**src/rtl/sr_input_debouncer.sv**
```systemverilog
// sr_input_debouncer: synchronizes and debounces two pushbuttons into clean SR latch inputs
// Ports:
//   clk              system clock, all state changes on its rising edge
//   rst              asynchronous active-high reset
//   S_raw, R_raw     raw, bouncing, clk-asynchronous pushbuttons
//   S, R             debounced stable levels driving the latch S/R inputs
//   S_pulse, R_pulse one-cycle pulses on a 0->1 level update; R wins if both rise together
//   conflict         registered S&R, flags the forbidden latch input, one cycle behind S/R
// Build option: define SRDB_SYNC3_EN for 3-flop synchronizer chains (one extra edge of latency).
module sr_input_debouncer #(
    parameter int DEBOUNCE_CYCLES = 4,
    parameter int CNT_W = 8
) (
    input  logic clk,
    input  logic rst,
    input  logic S_raw,
    input  logic R_raw,
    output logic S,
    output logic R,
    output logic S_pulse,
    output logic R_pulse,
    output logic conflict
);
`ifdef SRDB_SYNC3_EN
    localparam int SYNC_LEN = 3;
`else
    localparam int SYNC_LEN = 2;
`endif
    localparam logic [CNT_W-1:0] TERM = CNT_W'(DEBOUNCE_CYCLES - 1);
    logic [1:0] raw, lvl, rise;
    logic s_pulse_q, r_pulse_q, conflict_q;
    assign raw = {R_raw, S_raw};
    for (genvar c = 0; c < 2; c++) begin : g_ch
        logic [SYNC_LEN-1:0] sync_q;
        logic [CNT_W-1:0] cnt_q, cnt_d;
        logic lvl_q, lvl_d, mism, term;
        assign mism = sync_q[SYNC_LEN-1] ^ lvl_q;
        // terminal count reached while still mismatched: adopt the synchronized value
        assign term = mism && (cnt_q == TERM);
        assign cnt_d = (mism && !term) ? cnt_q + 1'b1 : '0;
        assign lvl_d = lvl_q ^ term;
        always_ff @(posedge clk or posedge rst) begin
            if (rst) begin
                sync_q <= '0;
                cnt_q  <= '0;
                lvl_q  <= 1'b0;
            end else begin
                sync_q <= {sync_q[SYNC_LEN-2:0], raw[c]};
                cnt_q  <= cnt_d;
                lvl_q  <= lvl_d;
            end
        end
        assign lvl[c]  = lvl_q;
        assign rise[c] = term & ~lvl_q;
    end
    always_ff @(posedge clk or posedge rst) begin
        if (rst) begin
            s_pulse_q  <= 1'b0;
            r_pulse_q  <= 1'b0;
            conflict_q <= 1'b0;
        end else begin
            s_pulse_q  <= rise[0] & ~rise[1];
            r_pulse_q  <= rise[1];
            conflict_q <= lvl[0] & lvl[1];
        end
    end
    assign S        = lvl[0];
    assign R        = lvl[1];
    assign S_pulse  = s_pulse_q;
    assign R_pulse  = r_pulse_q;
    assign conflict = conflict_q;
endmodule

```
**config.mk**
```make
export PLATFORM = sky130hd
export DESIGN_NAME = sr_input_debouncer
export DESIGN_NICKNAME = d
export VERILOG_FILES = /design/src/rtl/sr_input_debouncer.sv
export SDC_FILE = /design/constraint.sdc
export NUM_CORES = 1
export LEC_CHECK = 0
export CAP_MARGIN = 20
export CORE_MARGIN = 2
export CORE_UTILIZATION = 39
export DETAILED_ROUTE_END_ITERATION = 7
export HOLD_SLACK_MARGIN = 0.03
export REMOVE_ABC_BUFFERS = 1
export SLEW_MARGIN = 20
export SYNTH_ARGS = -nofsm -noshare
export SYNTH_HDL_FRONTEND = slang
export SYNTH_SLANG_ARGS = --single-unit
```
**constraint.sdc**
```tcl
create_clock -name clk -period 2 [get_ports clk]
set_input_delay 0.6 -clock clk [delete_from_list [all_inputs] [get_ports clk]]
set_output_delay 0.6 -clock clk [all_outputs]
set_load 0.05 [all_outputs]
```
==> results by stage, run 1 <==
GRT:
- The overall overflow remaining after global route is 0.
- The via count of the first global-routing pass is 725.
- The initial antenna violation count is 0.
- Across every metal layer, demand over resource in global routing totals 12.5%.
- The first-pass GRT wire length is 3.10 mm.
- Entering global routing, the biggest net connects 26 pins.

Clocking:
- For this design, the CTS-stage hold fixing added 0 buffers.
- In this run, CTS created clock tree buffers numbering 3.
- In this run, post-CTS repair resized a total of 0 instances.
- In this run the post-CTS setup repair buffer count came out at 0.
- The buffer cell driving the clock tree root is clkbuf_4.
- The maximum clock insertion buffer count is 2.
- TritonCTS built the clock tree.
- The clock transition at the registers of the reported paths is 130 ps.
- CTS built an H-tree with a depth of 1.
- The number of clock sinks is 25.
- The later pin in the worst-skew pair is clocked with a latency of 300 ps.

Floorplanning:
- The floorplan step set the die width to 56.0 microns.
- The die extent in y is 56.0 microns.
- The region available for standard cell placement spans 2520 sq um.
- The die covers 3140 sq um.
- In this run the count of I/O pins placed on the die edge is 9.
- In this run the core area contains 18 standard-cell rows.
- Once the floorplan was initialized, standard cells occupied 41.9% of the core.

Placement:
- Port buffering added 8 buffers.
- The HPWL after detailed placement is 1.20 mm.
- Routability-driven placement finished with a final weighted congestion of 0.760.

Route:
- The total wirelength of the detailed-routed design is 1.68 mm.
- For this block, the initial DRC count from the detailed router was 7.
- In this run the remaining antenna-violating nets after routing total 0.
- The final routed DRC violation total is 0.
- Using the TritonRoute via totals, the vias-per-cell ratio works out to 5.25.
- Before antenna repair, the detailed router went through 3 iterations.
- The detailed router placed 719 vias in this run.
- The routed length per placed instance is 12.3 microns.

Synth:
- The mean instance size in the synthesized netlist is 11.2 sq um.
- The share of the synthesized area in the top cell type is 59.2%.
- The number of flip-flops and latches in the synthesized netlist is 25.
- In the post-synthesis netlist, the biggest area contributors are dfrtp_1 59%, nand3_1 4.3%, nor2_1 3.6%.
- The most instantiated flip-flop cell in the synthesis netlist is dfrtp_1.
- By count the netlist is led by 25 x dfrtp_1, 10 x nor2_1, 9 x nand3_1.
- The number of enable flip-flop cells after synthesis is 0.
- The count of distinct cell types in the synthesized netlist is 22.
- The instance count of the mapped netlist is 94.
- Of all cell types, the one taking the most synthesized area is dfrtp_1.
- After synthesis, the share of flip-flops with an asynchronous set or reset is 100%.
- During synthesis, Yosys emitted a total of 0 warnings.
- Among all cell types in the netlist, the one instantiated most often is dfrtp_1.
- The netlist area before placement is 1060 sq um.
- The sequential area share after synthesis is 59.2%.

STA:
- Setup violations remaining at the end of the flow were counted as 0.
- The final hold violation count is 0.
- For the final database, setup skew stands at 3.77 ps.
- The worst path uses 83.9% of the clock period.
- Setup repair after global routing left no endpoint under its margin.
- The relative slew slack is 74.1%.
- The final count of pins violating max slew was 0.
- The transition time at the pin with the least slew margin is 385 ps.
- The worst hold slack after final layout is 363 ps.
- For the finished layout, the period the worst path requires is 1680 ps.
- The final setup TNS is 0 ps.
- The maximum clock frequency is 596 MHz.

Setup path:
- The critical path required time is 2200 ps.
- Setup slack on the worst reg-to-reg path comes out at 320 ps.
- The top fanout value on the critical path is 7.
- The sort of element at the end of the critical path is a flop.
- Data arrives at the worst endpoint at 1870 ps.
- The critical path is of the reg2reg type.
- The cell count of the worst reg-to-reg path is 4.
- The startpoint identified for the worst register-to-register timing path is g_ch[1].cnt_q[0].
- In this run the critical register-to-register path is captured at g_ch[1].cnt_q[4].
- The kind of start point of the critical path is a flop.

Power:
- Sequential cells account for 52.2% of the total power.
- The net switching power is 482 uW.
- For this design the ratio of total power to cell area is 1080 nW/um^2.
- The worst vdd rail ir drop is 653 uV.
- The logic gate share of total power is 31.2%.
- The reported leakage power is 0.516 nW.
- The clock share of power is 16.6%.
- Net switching is 37.4% of the power.
- The internal cell power is 806 uW.

Hold path:
- The hold path endpoint is g_ch[0].sync_q[1].
- The startpoint of the worst hold path is g_ch[0].sync_q[0].
- The depth of the worst hold-timing path is 0.
- In this run the worst hold path is classified as reg2reg.

Final layout:
- The proportion of layout cells with a drive suffix above 1 is 15.0%.
- The post-layout net count is 114.
- The number of antenna diodes in the final layout is 0.
- The fill cell total of the finished layout is 243.
- Relative to the synthesized area, the layout overhead comes to 13.2%.

Status:
- The flow ran to the end, and the final reports show no timing, DRC or antenna violations.

Flow run:
- The number of maximum-capacitance constraint violations is 0.
[how the worst max path moves through the flow]
stage,startpoint,to,slack (ps),depth (start not counted)
global placement,g_ch[1].cnt_q[0],g_ch[1].cnt_q[2],380,4
finish,g_ch[1].cnt_q[0],g_ch[1].cnt_q[4],320,4
CTS,g_ch[1].cnt_q[0],g_ch[1].cnt_q[4],320,4
global route,g_ch[1].cnt_q[0],g_ch[1].cnt_q[2],220,4
floorplan,g_ch[1].cnt_q[0],g_ch[1].cnt_q[2],470,4
detailed placement,g_ch[1].cnt_q[0],g_ch[1].cnt_q[2],340,4
[layer usage]
metal | global-route usage, % | vias to the layer above | share of wire, %
met1 | 16.8 | 349 | 51
met3 | 2.79 | 2 | 3.0
met2 | 19.0 | 8 | 45
met4 | 6.12 | 0 | 1.1
li1 | - | 360 | -
met5 | 0 | - | 0
[state kept, by name, summed over array words and instances (netlist names), named ones only]
name,cells
conflict,1
g_ch.sync_q,4
R_pulse,1
g_ch.cnt_q,16
S_pulse,1
[area by class of cell]
cell class / count / area [sq um] / area share [%]
clock buffers: 4 / 26.3 / 2.20
inverters: 5 / 18.8 / 1.57
multi-input cells: 64 / 412 / 34.5
flip-flops and latches: 25 / 626 / 52.4
well taps: 30 / 37.5 / 3.14
repair buffers: 9 / 75.1 / 6.28
[worst max-delay path, cell delays in order (launching register included)]
cell and delay [ps]:
dfrtp_1 440, ha_1 220, or4b_4 520, o21ai_2 310, nor2_1 90
[through the flow]
stage / total power [mW] / utilization (%) / instances / cell area (sq um) / setup WS, ps
after floorplan: 0.977 / - / 94 / 1060 / 471
after global placement: 1.08 / 46.3 / 133 / 1170 / 380
after detailed placement: 1.09 / 46.3 / 133 / 1170 / 336
after CTS: 1.31 / 47.4 / 137 / 1190 / 317
after global routing: 1.39 / 47.4 / 137 / 1190 / 224
final: 1.29 / 47.4 / 137 / 1190 / 321
[cells in the final DEF (no fill, tap or decap)]
cell             instances
and2_1                   2
clkdlybuf4s50_1          3
inv_1                    5
a21oi_1                  6
or3_2                    2
clkbuf_4                 3
ha_1                     2
a31o_2                   1
nand3_1                  9
o21ai_0                  7
o31ai_1                  1
clkbuf_1                 1
or4b_4                   1
nand4_1                  2
mux2_2                   1
or3_1                    5
buf_4                    6
o21ai_2                  1
nor4_1                   1
nor2_1                  10
dfrtp_1                 25
xnor2_1                  4
xor2_1                   4
nand2_1                  3
nor4b_1                  1
nor4_4                   1
[cell families after synthesis]
| kind of cell | synth area share [%] |
|---|---|
| adder cells (fa/ha/maj) | 2.37 |
| XOR/XNOR | 6.63 |
| flip-flops | 59.2 |
| multiplexers | 1.07 |
| buffers and inverters | 1.78 |
| AND/OR/NAND/NOR | 20.4 |
| AO/OA/AOI/OAI | 8.53 |
[power by group through the flow]
stage                     Sequential, mW  Combinational [mW]  Clock [mW]
after floorplan                    0.767               0.209           0
after global placement             0.679               0.405           0
after detailed placement           0.682               0.406           0
after CTS                          0.674               0.409       0.231
final                              0.672               0.402       0.214
after global routing               0.689               0.449       0.249
No activity file was read; power rests on OpenSTA's default activity.
==> run 2, diff against run 1 <==
==> constraint.sdc (replaced) <==
create_clock -name clk -period 1.7 [get_ports clk]
set_input_delay 0.51 -clock clk [delete_from_list [all_inputs] [get_ports clk]]
set_output_delay 0.51 -clock clk [all_outputs]
set_load 0.05 [all_outputs]
==> run 2 against run 1 <==
Net effect: hold slack better by 0.64 ps; core utilization is 3.1 points higher; cell area up 6.5%; critical path depth stayed put; maximum frequency increased by 4.2%; sequential share of layout area is 3.2 points lower; combinational power grew 48%; first-iteration DRC count unchanged; clock power increased by 17%.
==> results by stage, run 2 (synthesized netlist as in run 1, its figures left out) <==
Placement:
- The total cell area at the placement stage is 1230 sq um (+5.4%).
- The HPWL after detailed placement is 1.22 mm (+1.4%).
- The final weighted congestion in routability-driven placement came to 0.799 (+5.1%).
- The number of port buffers came to 8 (unchanged).

GRT:
- The first-pass GRT wire length is 3.00 mm (-3.1%).
- The via count of the first global-routing pass was 677 (-6.6%).
- The overall fraction of global-route tracks in use is 12.2% (-0.30 points).
- The overall overflow remaining after global route came to 0 (unchanged).
- The initial antenna violation count came to 0 (unchanged).
- The pin count of the biggest net entering global routing is 26 (unchanged).

Final layout:
- The largest registers in the layout are g_ch.cnt_q x16, g_ch.sync_q x4.
- The area growth from synthesis to layout is 20.5%.
- The post-layout net count is 115 (+0.88%).
- The register name with the most flops is g_ch.cnt_q.
- The number of antenna cells inserted is 0 (unchanged).
- The cell area after layout is 1270 sq um (+6.5%).
- The flip-flop count of the largest register after layout is 16 (unchanged).
- In the layout the commonest cells are 25 x dfrtp_1, 10 x nor2_1, 9 x nand3_1.
- The proportion of layout cells with a drive suffix above 1 is 15.7% (+0.79 points).
- The most common cell after layout, fill and taps aside is dfrtp_1.

Route:
- The final routed DRC violation total is 0 (unchanged).
- The via total after detailed routing is 705 (-1.9%).
- The via count normalized by instance count came to 5.11 (-2.7%).
- The routed length per placed instance is 12.0 microns (-2.6%).
- The detailed router's first-iteration violation count is 7 (unchanged).
- The number of nets still failing antenna checks after routing is 0 (unchanged).
- The total wirelength of the detailed-routed design is 1.65 mm (-1.8%).
- The first-pass detailed-route iteration total is 4 (+1).

Setup path:
- STA classifies the critical path endpoint as a flop.
- The kind of start point of the critical path is a flop.
- The critical path arrival is 1810 ps (-60 ps).
- The critical path required time is 1900 ps (-300 ps).
- The top fanout value on the critical path is 4 (-3).
- The category of the most critical setup path is reg2reg.

STA:
- The final hold violation count came to 0 (unchanged).
- The maximum clock frequency is 621 MHz (+4.2%).
- The final setup skew is 6.71 ps (+2.94 ps).
- The final setup TNS came to 0 ps (unchanged).
- The final period demand of the worst path is 1610 ps (-68.2 ps).
- The total setup violations reported at the end of the flow is 0 (unchanged).
- The relative slew slack came to 72.4% (-1.7 points).
- The worst hold slack after final layout is 364 ps (+0.637 ps).
- The transition time at the pin with the least slew margin is 411 ps (+25.8 ps).
- The final count of pins violating max slew is 0 (unchanged).
- The ratio of final minimum period to clock period came to 94.7% (+11 points).

Power:
- The reported leakage power came to 0.539 nW (+4.4%).
- The worst vdd rail ir drop came to 844 uV (+29%).
- The power per unit of standard cell area was 1300 nW/um^2 (+20%).

Hold path:
- The worst min-delay path class is reg2reg.

Clocking:
- The CTS buffer count is 3 (unchanged).
- The tree is rooted in a clkbuf_4.
- The TritonCTS clock tree is built.
- The number of clock sinks was 25 (unchanged).
- The maximum level of the CTS H-tree is 1 (unchanged).
- The clock transition at the registers of the reported paths is 130 ps (about the same).
- The clock latency of the later-clocked register in the worst-skew pair was 300 ps (about the same).
- The maximum clock insertion buffer count came to 2 (unchanged).

Floorplanning:
- The effective utilization at floorplan is 41.9% (unchanged).
- The die extent in y is 56.0 microns (unchanged).
- The die extent in x is 56.0 microns (unchanged).
- The die area was 3140 sq um (unchanged).
- The total I/O pin count came to 9 (unchanged).
- The row count came to 18 (unchanged).
- The area inside the core boundary was 2520 sq um (unchanged).

Flow run:
- The number of maximum-capacitance constraint violations is 0 (unchanged).

Status:
- The flow ran to the end, and the final reports show no timing, DRC or antenna violations.
run 2: changes by cell type in the layout (fill, tap and decap cells not counted), sizes merged:
cell  before  now
buf        6    7
run 2: metrics by stage:
step	util, %	total power [mW]	worst slack, ps	cells
after floorplan	-	1.15	171	94
after global placement	48.8	1.37	81.3	133
after detailed placement	48.8	1.39	11.4	133
after CTS	50.1	1.67	44.2	137
after global routing	50.4	1.78	-2.03	138
final	50.4	1.65	89.4	138
run 2: repair_timing:
item                       4_1_cts  5_1_grt
pin swaps                        0        1
resized for setup                1        0
buffers inserted                 0        1
hold buffers                     0        0
setup endpoints to repair        2        6
run 2: report_power, final:
part / internal (mW) / switching [mW]
combinational: 0.274 / 0.319
clock: 0.0912 / 0.159
sequential: 0.685 / 0.122
run 2: routing by layer:
metal / global-route usage [%] / vias to the layer above / wire [microns]
met5: 0 / - / 0
met4: 4.08 / 0 / 18
met3: 2.79 / 2 / 48
met2: 18.7 / 8 / 750
met1: 17.2 / 338 / 833
li1: - / 357 / -
run 2: final cells by class:
class | instances | area, sq um
inverters | 5 | 18.8
clock buffers | 4 | 26.3
fillers | 244 | 1250
multi-input cells | 64 | 419
flip-flops and latches | 25 | 626
repair buffers | 10 | 145
well taps | 30 | 37.5
run 2: path summary, 6_finish.rpt:
| kind | from | end | slack, ps | cells past startpoint |
|---|---|---|---|---|
| setup / recovery | g_ch[1].cnt_q[1] | S_pulse | 90 | 4 |
| hold / removal | g_ch[0].sync_q[0] | g_ch[0].sync_q[1] | 360 | 0 |
| setup reg to reg | g_ch[1].cnt_q[1] | S_pulse | 90 | 4 |
| hold reg to reg | g_ch[0].sync_q[0] | g_ch[0].sync_q[1] | 360 | 0 |
| max in group asynchronous | rst | async pin | 930 | 3 |
| min in group asynchronous | rst | g_ch[0].cnt_q[6] | 540 | 3 |
run 2: worst max-delay path, stage by stage (launching register included):
cell and delay (ps):
dfrtp_1 420, ha_1 230, or4b_4 530, nor4_4 250, nor4b_1 80
